File: config.mk
export PLATFORM = sky130hd
export DESIGN_NAME = pc_sequencer
export DESIGN_NICKNAME = d
export VERILOG_FILES = /design/src/rtl/pc_pkg.sv /design/src/rtl/pc_next_mux.sv /design/src/rtl/pc_sequencer.sv
export SDC_FILE = /design/constraint.sdc
export NUM_CORES = 1
export LEC_CHECK = 0
export ABC_AREA = 1
export BUFFER_PORTS_ARGS = -buffer_cell sky130_fd_sc_hd__clkbuf_2
export CAP_MARGIN = 20
export CORE_ASPECT_RATIO = 0.6
export CORE_MARGIN = 3
export CORE_UTILIZATION = 45
export DETAILED_ROUTE_END_ITERATION = 16
export PLACE_DENSITY = 0.69
export SLEW_MARGIN = 20
export SYNTH_ARGS = -nofsm -noshare
export SYNTH_HDL_FRONTEND = slang
export SYNTH_HIERARCHICAL = 1
export SYNTH_SLANG_ARGS = --single-unit
File: constraint.sdc
create_clock -name clk -period 2.69 [get_ports clk]
set_clock_uncertainty 0.05 [all_clocks]
set_input_delay 0.269 -clock clk [delete_from_list [all_inputs] [get_ports clk]]
set_output_delay 0.269 -clock clk [all_outputs]
set_load 0.05 [all_outputs]
File: src/rtl/pc_pkg.sv
// Shared definitions for the program-counter sequencer: sequencer state
// encoding and the default reset / trap-vector addresses.
package pc_pkg;

    typedef enum logic [1:0] {
        ST_BOOT   = 2'd0,
        ST_RUN    = 2'd1,
        ST_HALTED = 2'd2
    } pc_state_e;

    localparam logic [31:0] PC_DEF_RESET_PC = 32'h0000_0000;
    localparam logic [31:0] PC_DEF_TRAP_VEC = 32'h0000_0100;
    localparam int          PC_DEF_INC      = 4;

endpackage

File: src/rtl/pc_next_mux.sv
// Combinational next-PC priority select for pc_sequencer.
// Priority: trap > mret > redirect > sequential advance > hold.
// Optional feature macro: MISALIGN_TRAP_EN (misaligned redirect becomes a trap
// and reports the offending target through o_bad_we).
module pc_next_mux #(
    parameter int                XLEN     = 32,
    parameter logic [XLEN-1:0]   TRAP_VEC = XLEN'(pc_pkg::PC_DEF_TRAP_VEC)
) (
    input  logic            i_run,
    input  logic            i_trap,
    input  logic            i_mret,
    input  logic            i_redirect,
    input  logic [XLEN-1:0] i_target,
    input  logic            i_accept,
    input  logic [XLEN-1:0] i_pc,
    input  logic [XLEN-1:0] i_pc_plus,
    input  logic [XLEN-1:0] i_epc,
`ifdef MISALIGN_TRAP_EN
    output logic            o_bad_we,
`endif
    output logic [XLEN-1:0] o_pc_next,
    output logic            o_pc_we,
    output logic            o_epc_we
);

    // Word-aligned view of the redirect target (low two bits cleared).
    localparam logic [XLEN-1:0] ALIGN_MASK = ~XLEN'(3);

    logic [XLEN-1:0] w_target_aligned;
    assign w_target_aligned = i_target & ALIGN_MASK;

    // Priority select of the next PC; nothing changes outside RUN.
    always_comb begin
        o_pc_next = i_pc;
        o_pc_we   = 1'b0;
        o_epc_we  = 1'b0;
`ifdef MISALIGN_TRAP_EN
        o_bad_we  = 1'b0;
`endif
        if (i_run) begin
            if (i_trap) begin
                o_pc_next = TRAP_VEC;
                o_pc_we   = 1'b1;
                o_epc_we  = 1'b1;
            end else if (i_mret) begin
                o_pc_next = i_epc;
                o_pc_we   = 1'b1;
            end else if (i_redirect) begin
`ifdef MISALIGN_TRAP_EN
                if (i_target[1:0] != 2'b00) begin
                    o_pc_next = TRAP_VEC;
                    o_pc_we   = 1'b1;
                    o_epc_we  = 1'b1;
                    o_bad_we  = 1'b1;
                end else begin
                    o_pc_next = w_target_aligned;
                    o_pc_we   = 1'b1;
                end
`else
                o_pc_next = w_target_aligned;
                o_pc_we   = 1'b1;
`endif
            end else if (i_accept) begin
                o_pc_next = i_pc_plus;
                o_pc_we   = 1'b1;
            end
        end
    end

endmodule

File: src/rtl/pc_sequencer.sv
// Program-counter sequencer for the RV32IM core. Issues fetch addresses over
// a valid/ready handshake and handles stall, redirect, trap/mret and debug
// halt/resume. BOOT lasts one cycle after reset release, then RUN.
// Optional feature macro: MISALIGN_TRAP_EN (adds badaddr_o; a misaligned
// redirect traps instead of being silently aligned).
module pc_sequencer
    import pc_pkg::*;
#(
    parameter int              XLEN     = 32,
    parameter logic [XLEN-1:0] RESET_PC = XLEN'(PC_DEF_RESET_PC),
    parameter int              INC      = PC_DEF_INC,
    parameter logic [XLEN-1:0] TRAP_VEC = XLEN'(PC_DEF_TRAP_VEC),
    parameter int              CNT_W    = 32
) (
    input  logic             clk,
    input  logic             rst,
    output logic             fetch_valid_o,
    input  logic             fetch_ready_i,
    output logic [XLEN-1:0]  pc_o,
    output logic [XLEN-1:0]  pc_plus_o,
    input  logic             stall_i,
    input  logic             redirect_valid_i,
    input  logic [XLEN-1:0]  redirect_target_i,
    input  logic             trap_i,
    input  logic             mret_i,
    output logic [XLEN-1:0]  epc_o,
    input  logic             halt_i,
    input  logic             resume_i,
    output logic             halted_o,
`ifdef MISALIGN_TRAP_EN
    output logic [XLEN-1:0]  badaddr_o,
`endif
    output logic [CNT_W-1:0] fetch_count_o
);

    pc_state_e        r_state;
    pc_state_e        w_state_next;
    logic [XLEN-1:0]  r_pc;
    logic [XLEN-1:0]  r_epc;
    logic [CNT_W-1:0] r_cnt;
    logic             w_fetch_valid;
    logic             w_halted;
    logic             w_run;
    logic             w_accept;
    logic [XLEN-1:0]  w_pc_plus;
    logic [XLEN-1:0]  w_pc_next;
    logic             w_pc_we;
    logic             w_epc_we;
`ifdef MISALIGN_TRAP_EN
    logic             w_bad_we;
    logic [XLEN-1:0]  r_badaddr;
`endif

    assign w_run     = (r_state == ST_RUN);
    assign w_accept  = w_fetch_valid & fetch_ready_i & ~stall_i;
    // Sequential successor, wraps modulo 2^XLEN.
    assign w_pc_plus = r_pc + XLEN'(INC);

    // State register.
    always_ff @(posedge clk or negedge rst) begin
        if (!rst) begin
            r_state <= ST_BOOT;
        end else begin
            r_state <= w_state_next;
        end
    end

    // Next-state logic: halt is ignored in BOOT, resume wins over halt in HALTED.
    always_comb begin
        w_state_next = r_state;
        case (r_state)
            ST_BOOT:   w_state_next = ST_RUN;
            ST_RUN:    if (halt_i)   w_state_next = ST_HALTED;
            ST_HALTED: if (resume_i) w_state_next = ST_RUN;
            default:   w_state_next = ST_BOOT;
        endcase
    end

    // State-decoded outputs.
    always_comb begin
        w_fetch_valid = (r_state == ST_RUN);
        w_halted      = (r_state == ST_HALTED);
    end

    pc_next_mux #(
        .XLEN     (XLEN),
        .TRAP_VEC (TRAP_VEC)
    ) u_next_mux (
        .i_run      (w_run),
        .i_trap     (trap_i),
        .i_mret     (mret_i),
        .i_redirect (redirect_valid_i),
        .i_target   (redirect_target_i),
        .i_accept   (w_accept),
        .i_pc       (r_pc),
        .i_pc_plus  (w_pc_plus),
        .i_epc      (r_epc),
`ifdef MISALIGN_TRAP_EN
        .o_bad_we   (w_bad_we),
`endif
        .o_pc_next  (w_pc_next),
        .o_pc_we    (w_pc_we),
        .o_epc_we   (w_epc_we)
    );

    // Fetch PC register.
    always_ff @(posedge clk or negedge rst) begin
        if (!rst) begin
            r_pc <= RESET_PC;
        end else if (w_pc_we) begin
            r_pc <= w_pc_next;
        end
    end

    // Exception PC captures the PC that was current when the trap was taken.
    always_ff @(posedge clk or negedge rst) begin
        if (!rst) begin
            r_epc <= '0;
        end else if (w_epc_we) begin
            r_epc <= r_pc;
        end
    end

    // Accepted-fetch counter; counts even when a redirect/trap overrides the PC.
    always_ff @(posedge clk or negedge rst) begin
        if (!rst) begin
            r_cnt <= '0;
        end else if (w_accept) begin
            r_cnt <= r_cnt + CNT_W'(1);
        end
    end

`ifdef MISALIGN_TRAP_EN
    // Faulting redirect target, held until the next misaligned redirect.
    always_ff @(posedge clk or negedge rst) begin
        if (!rst) begin
            r_badaddr <= '0;
        end else if (w_bad_we) begin
            r_badaddr <= redirect_target_i;
        end
    end

    assign badaddr_o = r_badaddr;
`endif

    assign fetch_valid_o = w_fetch_valid;
    assign halted_o      = w_halted;
    assign pc_o          = r_pc;
    assign pc_plus_o     = w_pc_plus;
    assign epc_o         = r_epc;
    assign fetch_count_o = r_cnt;

endmodule
Yosys cells after proc, flatten, opt, wreduce, memory -nomap -nowiden. Cells that the tools add are included.

Register bits after elaboration: 98. Logic and storage cells: 31.

Add/subtract/negate cells: 2. Eq/ne operators: 4. Multiplexer cells: 14. Bitwise logic cells: 3. Reduce and logical (&&, ||, !) cells: 4.

Operator list (number): 32-bit 2-to-1 mux (4); 32-bit by 1-bit adder with 32-bit output, second input constant (1); 32-bit by 3-bit adder with 32-bit output, second input constant (1); 1-bit 2-to-1 mux (7); 2-bit case mux with 3 select lines (1); 2-bit 2-to-1 mux (2); 2-bit != test, second input constant (2); 4-bit nonzero test (1); 3-bit AND reduction (1); 1-bit AND (2); 2-bit by 1-bit equality test with 1-bit output, second input constant (1); 2-bit equality test, second input constant (1); 2-bit zero test (1); 2-bit AND reduction (1); 1-bit inverter (1).

Depth between registers and ports, before layout. Gate-level depths: netlist of run 1.

Depth after elaboration: 9. Depth in mapped cells: 17. Mapped depth without buffers: 17.

Modules after synthesis. The synthesis of run 1 kept the hierarchy.

Modules (own cells, without submodules): pc_sequencer (times used 1, cells an instance 652, area each 5109.9 um^2); pc_next_mux (times used 1, cells an instance 374, area each 1522.7 um^2).

Worst setup path after synthesis of run 1. No wires, ideal clock.

Kind: reg2reg. Start point: reg r_pc[3] (netlist: pc_o[3]). End point: reg r_pc[16] (netlist: pc_o[16]). Setup time: 84 ps. Arrival time: 2922 ps. Data required time: 2556 ps. Path slack: -366 ps. Stages on the path, launching flop included: 15. Path buffers: 0. Period minus slack after synthesis: 3056 ps. Cell sequence: dfrtp_1 -> ha_1 -> nand3_2 -> nor3_4 -> nand2_2 -> nor2_2 -> xor2_1 -> inv_1 -> nand3_1 -> nand2_1 -> nand2_1 -> nand2_1 -> a21oi_1 -> nand2_1 -> o21ai_0.

Cells in the longest elaborated chain, start to end: 5.

Ends and longest elaborated chain: from (decl) (RTL line pc_sequencer.sv:38) `logic [XLEN-1:0] r_pc;`; from (signal assigned) (RTL line pc_sequencer.sv:111) `r_pc <= w_pc_next;`; 32-bit by 3-bit adder with 32-bit output (RTL line pc_sequencer.sv:57) `assign w_pc_plus = r_pc + XLEN'(INC);`; net pc_plus_o[16] (RTL line pc_sequencer.sv:20) `output logic [XLEN-1:0] pc_plus_o,`; 32-bit 2-to-1 mux (RTL line pc_next_mux.sv:63) `end else if (i_accept) begin`; 32-bit 2-to-1 mux (RTL line pc_next_mux.sv:48) `end else if (i_redirect) begin`; 32-bit 2-to-1 mux (RTL line pc_next_mux.sv:45) `end else if (i_mret) begin`; 32-bit 2-to-1 mux (RTL line pc_next_mux.sv:41) `if (i_trap) begin`.

The timed path passes the listed nets, and every way through them passes these cells. The select of a mux whose other input is x is not followed. A chain may end at the register's enable or synchronous reset.

Worst setup path after layout of run 1.
Start point: reg r_pc[13] (netlist: pc_o[13]). End point: out pc_plus_o[26].

Cells in the longest elaborated chain, start to end: 1.

Ends and longest elaborated chain (RTL line): 32-bit by 3-bit adder with 32-bit output (pc_sequencer.sv:57); to (decl) (pc_sequencer.sv:20).

Every way passes these cells.

==> results.txt, run 1 <==
----------------------------------------------------
[Placement]
  Worst setup slack before clock tree synthesis ... about 0.37 ns
  DP Wirelength ... around 16000 um
  Routability-driven placement congestion ratio ... 0.9549
  Buffers on Ports ... 168
  Placed instance count ... 1367
  Cell area after placement ... 7818 um2

[Setup path]
  Kind of launch point of the worst setup path ... flip-flop
  Crit end category ... output pin
  Worst Setup Path Type ... flip-flop to output pin
  Crit-path max cell delay ... 0.50 ns
  Endpoint required time on the critical path ... 2.37 ns
  Cell occurring most often along the worst timing path ... sky130_fd_sc_hd__nand2_1
  Arrival @ worst endpoint ... 2.26 ns
  Worst-path cell chain ... inv_2 -> nor3_2 -> buf_4 -> nand2_1 -> nor2_1 -> nand3_1 -> nand2_1 -> clkbuf_2
  Critical-path cell with the highest stage delay ... sky130_fd_sc_hd__dfrtp_1
  Register-to-register setup slack ... 0.36 ns
  Maximum fanout along the worst path ... 5

[STA]
  Final count of hold timing violations ... 0
  Post-route fraction of the period consumed by the critical path ... 0.9594
  Slew at the pin with the worst max-slew slack ... just under 0.7 ns
  Top achievable clock speed ... just under 400 MHz
  Worst Slack Setup Final ... 0.1092 ns
  RSZ-0062 raised after global routing ... no
  Headroom to the max-slew limit ... 0.5437
  Min Tclk post-route ... about 2.6 ns
  Pins Over Slew Limit ... 0
  Sum of negative setup slack ... 0 ns
  Count of endpoints failing setup in the final report ... 0
  Worst hold slack ... 0.09879 ns

[Logic synthesis]
  Average cell area after synthesis ... between 6 and 7 um2
  Cell type contributing the most total cell area after synthesis ... sky130_fd_sc_hd__dfrtp_1
  Netlist cell types ... 32
  Cell count after synthesis ... 1026
  Post-Syn Area ... roughly 6600 um2
  Synth warn ... 6
  Synth Register Bits ... 98
  Synth area leaders ... sky130_fd_sc_hd__dfrtp_1 (37%), sky130_fd_sc_hd__nand2_1 (17%), sky130_fd_sc_hd__nor2_1 (10%), sky130_fd_sc_hd__inv_1 (8.0%), sky130_fd_sc_hd__a21oi_1 (4.8%)
  Portion of synthesized cell area occupied by the leading cell type ... 0.3697
  Sequential fraction of the synthesis area ... 0.3697
  Net count after synthesis ... 1069

[Global route]
  Vias in the first global route ... 5928
  Antenna violations before repair ... 0
  Overall Global Routing Usage ... 0.2624
  Global-route wire length before repair ... roughly 34000 um
  Maximum number of pins on one net before global-route repair ... 65
  Total grt overflow ... 0

[Final layout]
  # nets final ... 1230
  Non-filler cells in the finished layout ... around 1.4k
  Layout area overhead ... 22.81%
  Share of post-route cells with drive strength above 1 ... 0.2158
  Finished layout cell area ... 8145 um2
  Leading cell type in the layout, fill and taps excluded ... sky130_fd_sc_hd__nand2_1
  Commonest non-fill, non-tap cells in the layout ... sky130_fd_sc_hd__nand2_1 (299), sky130_fd_sc_hd__nor2_1 (181), sky130_fd_sc_hd__clkbuf_2 (162)
  Final design utilization ... 0.5802
  ANT cells ... 0

[Floorplan]
  Core Region ... 14040 um2
  Number of cell rows ... 33
  Die Area ... around 16000 um2
  Ports placed on the boundary ... 171
  Initial standard-cell utilization of the core ... 0.4725
  Die Y ... 100.0 um
  Die width ... 162.7 um

[CTS]
  Clock buffer depth ... 2
  Buffers inserted during post-CTS setup optimization ... 0
  Number of H-tree branching levels ... 3
  Number of buffers added by the clock tree synthesis step ... 9
  CTS tree ... yes
  Clk pin slew, worst setup/hold paths ... 0.07 ns
  Clock insertion delay at the later pin of the skew report ... 0.35 ns
  Sink count of the clock tree ... 98
  Root Buffer Master ... sky130_fd_sc_hd__clkbuf_16

[Drt]
  Total iterations of the first detailed-routing run ... 7
  Antenna violation net count after detailed routing ... 0
  Detailed router's first-iteration violation count ... between 500 and 600
  DR vias ... just under 7k
  Average routed wire per standard cell ... about 15 um
  DRC violation count after routing ... 0
  Aggregate routed wire length ... 21190 um
  Average via count per standard cell ... 5.018

[Worst hold path]
  Path class of the lowest-slack min-delay path ... primary input to flip-flop

[Power and ir drop]
  Power, Total ... 10.30 mW
  P_sw ... 6.101 mW
  Power density over cell area ... 1264 nW/um2
  Static leakage ... about 4.3 nW
  Power share of the combinational group ... 0.613
  Cell internal pwr ... 4.196 mW
  Worst IR drop on VDD ... between 0.7 and 0.8 mV
  Power share of the sequential group ... 0.256
  Net switching fraction of the power ... 0.5925
  Clock network fraction of design power ... 0.131

[Run status]
  Result of the run ... finished, final reports clean

[Job]
  Max-Cap Viols ... 0

----------------------------------------------------
==> power groups by stage <==
| stage | Clock (mW) | Combinational [mW] | Sequential (mW) |
|---|---|---|---|
| global route | 1.44 | 6.79 | 2.72 |
| global placement | 0 | 6.22 | 2.63 |
| floorplan | 0 | 3.04 | 4.26 |
| CTS | 1.37 | 6.29 | 2.61 |
| detailed placement | 0 | 6.27 | 2.64 |
| finish | 1.35 | 6.32 | 2.63 |
==> logic make-up (layout without fill, tap and decap cells) <==
| family | Yosys count | in the layout | share of synthesized area |
|---|---|---|---|
| adders and majority gates | 2 | 2 | 0.003772 |
| xor gates and xnor gates | 32 | 32 | 0.04226 |
| buffers and inverters | 190 | 355 | 0.1128 |
| AOI/OAI and AO/OA | 104 | 104 | 0.08036 |
| and+or+nand+nor | 600 | 600 | 0.3911 |
| DFF | 98 | 98 | 0.3697 |
==> state kept, by name, indices dropped and copies added, names as in the netlist <==
name and cells:
pc_o 32, epc_o 32, fetch_count_o 32, r_state 2
==> worst max-delay path: cells and delay by family, from the launching register on <==
family	cells	cell delay [ns]
and+or+nand+nor	5	0.78
buffers and inverters	3	0.64
DFF	1	0.50
==> repair_timing <==
| item | 4_1_cts | 5_1_grt |
|---|---|---|
| endpoints found under the hold margin | 33 | 0 |
| hold buffers | 1 | 0 |
| endpoints found under the setup margin | 0 | 8 |
| resized for setup | 0 | 10 |
==> area by class of cell <==
cell class	instances	area [um2]
Clock inverter	4	51.30
Timing Repair Buffer	191	1036
Inverter	149	559.3
Tap cell	192	240.2
Multi-Input combinational cell	738	3551
Clock buffer	11	252.7
Sequential cell	98	2455
Fill cell	1390	5893
==> cells in the mapped netlist <==
cell,count
sky130_fd_sc_hd__nand4_1,12
sky130_fd_sc_hd__buf_1,6
sky130_fd_sc_hd__inv_1,141
sky130_fd_sc_hd__ha_1,2
sky130_fd_sc_hd__nor2_2,6
sky130_fd_sc_hd__a21oi_2,1
sky130_fd_sc_hd__a21oi_1,63
sky130_fd_sc_hd__xnor2_1,7
sky130_fd_sc_hd__xor2_1,25
sky130_fd_sc_hd__nand3b_1,5
sky130_fd_sc_hd__buf_2,13
sky130_fd_sc_hd__nor3_4,2
sky130_fd_sc_hd__o211ai_1,2
sky130_fd_sc_hd__nand2_1,299
sky130_fd_sc_hd__nor2_8,2
sky130_fd_sc_hd__nand3_2,4
sky130_fd_sc_hd__a21o_1,1
sky130_fd_sc_hd__nand3_1,63
sky130_fd_sc_hd__nor3_1,11
sky130_fd_sc_hd__buf_4,5
sky130_fd_sc_hd__nor2_1,181
sky130_fd_sc_hd__nand3_4,3
sky130_fd_sc_hd__nor3_2,3
sky130_fd_sc_hd__dfrtp_1,98
sky130_fd_sc_hd__nand2_2,5
sky130_fd_sc_hd__clkbuf_1,17
sky130_fd_sc_hd__o21ai_0,32
sky130_fd_sc_hd__o22ai_1,1
sky130_fd_sc_hd__o21ai_1,4
sky130_fd_sc_hd__nor2_4,4
sky130_fd_sc_hd__clkinv_1,1
sky130_fd_sc_hd__inv_2,7
==> final timing paths <==
path	depth (start not counted)	start	to
max in group asynchronous	3	rst	pc_o[3]$_DFFE_PN0P_
min in group asynchronous	2	rst	pc_o[6]$_DFFE_PN0P_
max	8	pc_o[13]$_DFFE_PN0P_	pc_plus_o[26]
max reg2reg	15	pc_o[8]$_DFFE_PN0P_	pc_o[19]$_DFFE_PN0P_
min	2	halt_i	r_state[0]$_DFFE_PN0P_
min reg2reg	2	fetch_count_o[31]$_DFFE_PN0P_	fetch_count_o[31]$_DFFE_PN0P_
==> layer usage <==
metal,wire [um],vias to the layer above,track usage
li1,-,3455,-
met3,2389,16,0.06351
met4,182,0,0.04094
met1,10440,3138,0.4310
met5,0,-,0
met2,8177,331,0.3473
Note: power is estimated with default switching activity, not from simulation.
==> inputs of run 2 (changes only) <==
--- a/config.mk
+++ b/config.mk
@@ -12,9 +12,8 @@
 export CORE_MARGIN = 3
 export CORE_UTILIZATION = 45
 export DETAILED_ROUTE_END_ITERATION = 16
-export PLACE_DENSITY = 0.69
+export PLACE_DENSITY = 0.7
 export SLEW_MARGIN = 20
 export SYNTH_ARGS = -nofsm -noshare
 export SYNTH_HDL_FRONTEND = slang
-export SYNTH_HIERARCHICAL = 1
 export SYNTH_SLANG_ARGS = --single-unit
==> results.txt, run 2 <==
----------------------------------------------------
[CTS]
  Sink count of the clock tree ... 98 (unchanged)
  Clock insertion delay at the later pin of the skew report ... 0.34 ns (about the same)
  CTS tree ... yes
  Number of H-tree branching levels ... 3 (unchanged)
  Number of buffers added by the clock tree synthesis step ... 9 (unchanged)
  Buffers inserted during post-CTS setup optimization ... 0 (unchanged)
  Clk pin slew, worst setup/hold paths ... 0.07 ns (about the same)
  Root Buffer Master ... sky130_fd_sc_hd__clkbuf_16
  Clock buffer depth ... 2 (unchanged)

[Placement]
  Cell area after placement ... 6749 um2 (-14%)
  Buffers on Ports ... 168 (unchanged)
  Routability-driven placement congestion ratio ... 0.9266 (-3.0%)
  Worst setup slack before clock tree synthesis ... 0.4030 ns (+0.03643 ns)
  DP Wirelength ... 13330 um (-16%)

[Drt]
  DR vias ... 5932 (-15%)
  Routed metal-1 wire length ... 8607 um (-18%)
  Length of routed met3 wiring ... 2059 um (-14%)
  Detailed router's first-iteration violation count ... 571 (-2.6%)
  Aggregate routed wire length ... 17720 um (-16%)
  Total iterations of the first detailed-routing run ... 5 (-2)
  Average via count per standard cell ... 5.127 (+2.2%)
  DRC violation count after routing ... 0 (unchanged)
  Average routed wire per standard cell ... 15.31 um (about the same)
  Routed length on met2 ... 6930 um (-15%)
  Antenna violation net count after detailed routing ... 0 (unchanged)
  Highest routing layer actually used ... met4

[Floorplan]
  Core Region ... 12260 um2 (-13%)
  Die width ... 151.7 um (-6.8%)
  Number of cell rows ... 31 (-6.1%)
  Die Area ... 14170 um2 (-13%)
  Die Y ... 93.41 um (-6.6%)
  Initial standard-cell utilization of the core ... 0.4675 (-0.004922)
  Ports placed on the boundary ... 171 (unchanged)

[Final layout]
  Layout area overhead ... 23.36%
  # nets final ... 1031 (-16%)
  Final design utilization ... 0.5768 (-0.003448)
  Leading cell type in the layout, fill and taps excluded ... sky130_fd_sc_hd__nand2_1
  Share of post-route cells with drive strength above 1 ... 0.2218 (+0.005989)
  ANT cells ... 0 (unchanged)
  Finished layout cell area ... 7069 um2 (-13%)
  Commonest non-fill, non-tap cells in the layout ... sky130_fd_sc_hd__nand2_1 (319), sky130_fd_sc_hd__clkbuf_2 (167), sky130_fd_sc_hd__nor2_1 (102)

[Logic synthesis]
  Cell type contributing the most total cell area after synthesis ... sky130_fd_sc_hd__dfrtp_1
  Number of enable-type register cells in the synthesized netlist ... 0 (unchanged)
  Share of flip-flops with an asynchronous set or reset ... 1.000 (unchanged)
  Synth Register Bits ... 98 (unchanged)
  Leading cell types by count after synthesis ... sky130_fd_sc_hd__nand2_1 (321), sky130_fd_sc_hd__nor2_1 (107), sky130_fd_sc_hd__dfrtp_1 (98)
  Sequential fraction of the synthesis area ... 0.4279 (+0.05821)
  Netlist cell types ... 36 (+13%)
  Most frequent cell after synthesis ... sky130_fd_sc_hd__nand2_1
  Average cell area after synthesis ... 6.938 um2 (+7.3%)
  Predominant post-synthesis flop cell ... sky130_fd_sc_hd__dfrtp_1
  Synth area leaders ... sky130_fd_sc_hd__dfrtp_1 (43%), sky130_fd_sc_hd__nand2_1 (21%), sky130_fd_sc_hd__nor2_1 (7.0%), sky130_fd_sc_hd__o21ai_0 (5.7%), sky130_fd_sc_hd__inv_1 (4.3%)
  Post-Syn Area ... 5730 um2 (-14%)
  Cell count after synthesis ... 826 (-19%)
  Net count after synthesis ... 869 (-19%)
  Synth warn ... 0 (-6)
  Portion of synthesized cell area occupied by the leading cell type ... 0.4279 (+0.05821)

[STA]
  Worst hold slack ... 0.08865 ns (-0.01014 ns)
  Slew at the pin with the worst max-slew slack ... 0.5778 ns (-0.1056 ns)
  Sum of negative setup slack ... 0 ns (unchanged)
  Worst Slack Setup Final ... 0.1781 ns (+0.06891 ns)
  Top achievable clock speed ... 398.1 MHz (+2.7%)
  Headroom to the max-slew limit ... 0.6148 (+0.07108)
  Min Tclk post-route ... 2.512 ns (-0.06891 ns)
  Pins Over Slew Limit ... 0 (unchanged)
  Count of endpoints failing setup in the final report ... 0 (unchanged)
  Post-route fraction of the period consumed by the critical path ... 0.9338 (-0.02562)
  RSZ-0062 raised after global routing ... no
  Final count of hold timing violations ... 0 (unchanged)

[Power and ir drop]
  Power density over cell area ... 1245 nW/um2 (-1.5%)
  Static leakage ... 3.636 nW (-16%)
  Worst IR drop on VDD ... 0.7626 mV (+8.9%)

[Global route]
  Antenna violations before repair ... 0 (unchanged)
  Maximum number of pins on one net before global-route repair ... 77 (+18%)
  Vias in the first global route ... 5116 (-14%)
  Global-route wire length before repair ... 27790 um (-17%)
  Overall Global Routing Usage ... 0.2515 (-0.01093)
  Total grt overflow ... 0 (unchanged)

[Setup path]
  Worst Setup Path Type ... flip-flop to output pin
  Arrival @ worst endpoint ... 2.19 ns (-0.07 ns)
  Endpoint required time on the critical path ... 2.37 ns (about the same)
  Kind of launch point of the worst setup path ... flip-flop
  Crit end category ... output pin
  Maximum fanout along the worst path ... 6 (+1)

[Worst hold path]
  Path class of the lowest-slack min-delay path ... primary input to flip-flop

[Run status]
  Result of the run ... finished, final reports clean

[Job]
  Max-Cap Viols ... 0 (unchanged)

----------------------------------------------------
[run 2: kinds of logic (layout without fill, tap and decap cells)]
logic type,after synthesis,in the layout,synth area share
muxes,1,1,0.001747
xor gates and xnor gates,33,33,0.05044
DFF,98,98,0.4279
adders and majority gates,2,2,0.004366
buffers and inverters,96,262,0.06791
AOI/OAI and AO/OA,88,88,0.08144
and+or+nand+nor,508,508,0.3662
[run 2: final cells by class]
| class | count | area (um2) |
|---|---|---|
| Fill cell | 1207 | 5187 |
| Tap cell | 165 | 206.4 |
| Inverter | 70 | 262.8 |
| Timing Repair Buffer | 177 | 938.4 |
| Multi-Input combinational cell | 632 | 2919 |
| Clock inverter | 6 | 65.06 |
| Clock buffer | 9 | 225.2 |
| Sequential cell | 98 | 2452 |
[run 2: power breakdown]
group	leakage, nW	switching (mW)	internal [mW]
registers	1.28	0.607	1.97
logic	2.21	3.95	0.984
clock network	0.142	0.576	0.720
[run 2: through the flow]
stage,cells,power (mW)
2_1_floorplan,826,6.260
3_3_place_gp,1141,7.490
3_5_place_dp,1141,7.533
4_1_cts,1157,8.840
5_1_grt,1157,9.333
6_report,1157,8.805
[run 2: path summary, 6_finish.rpt]
check	startpoint	to	slack [ns]	cells after the start
max in group asynchronous	rst	pc_o[15]$_DFFE_PN0P_	1.55	3
worst max register to register	r_state[0]$_DFFE_PN0P_	fetch_count_o[26]$_DFFE_PN0P_	0.65	9
worst min register to register	epc_o[4]$_DFFE_PN0P_	epc_o[4]$_DFFE_PN0P_	0.46	2
worst min-delay path	halt_i	r_state[0]$_DFFE_PN0P_	0.09	2
min in group asynchronous	rst	fetch_count_o[1]$_DFFE_PN0P_	0.31	2
worst max-delay path	pc_o[4]$_DFFE_PN0P_	pc_plus_o[21]	0.18	7
[run 2: critical path, stage by stage (launching register included)]
cell and delay [ns]:
sky130_fd_sc_hd__dfrtp_1 0.45, sky130_fd_sc_hd__nand2_1 0.09, sky130_fd_sc_hd__nor2_2 0.19, sky130_fd_sc_hd__nand2_1 0.25
sky130_fd_sc_hd__nor2_2 0.33, sky130_fd_sc_hd__nand3_1 0.15, sky130_fd_sc_hd__nand2_1 0.11, sky130_fd_sc_hd__clkbuf_2 0.27
[run 2: timing repair]
item	4_1_cts	5_1_grt
hold buffers	1	0
gates resized for setup	0	7
hold endpoints to repair	22	0
endpoints found under the setup margin	0	11
[run 2: routing by layer]
layer | up-vias | GRT usage
met5 | - | 0
met4 | 0 | 0.03513
met3 | 13 | 0.06683
met2 | 296 | 0.3383
met1 | 2698 | 0.4058
li1 | 2925 | -
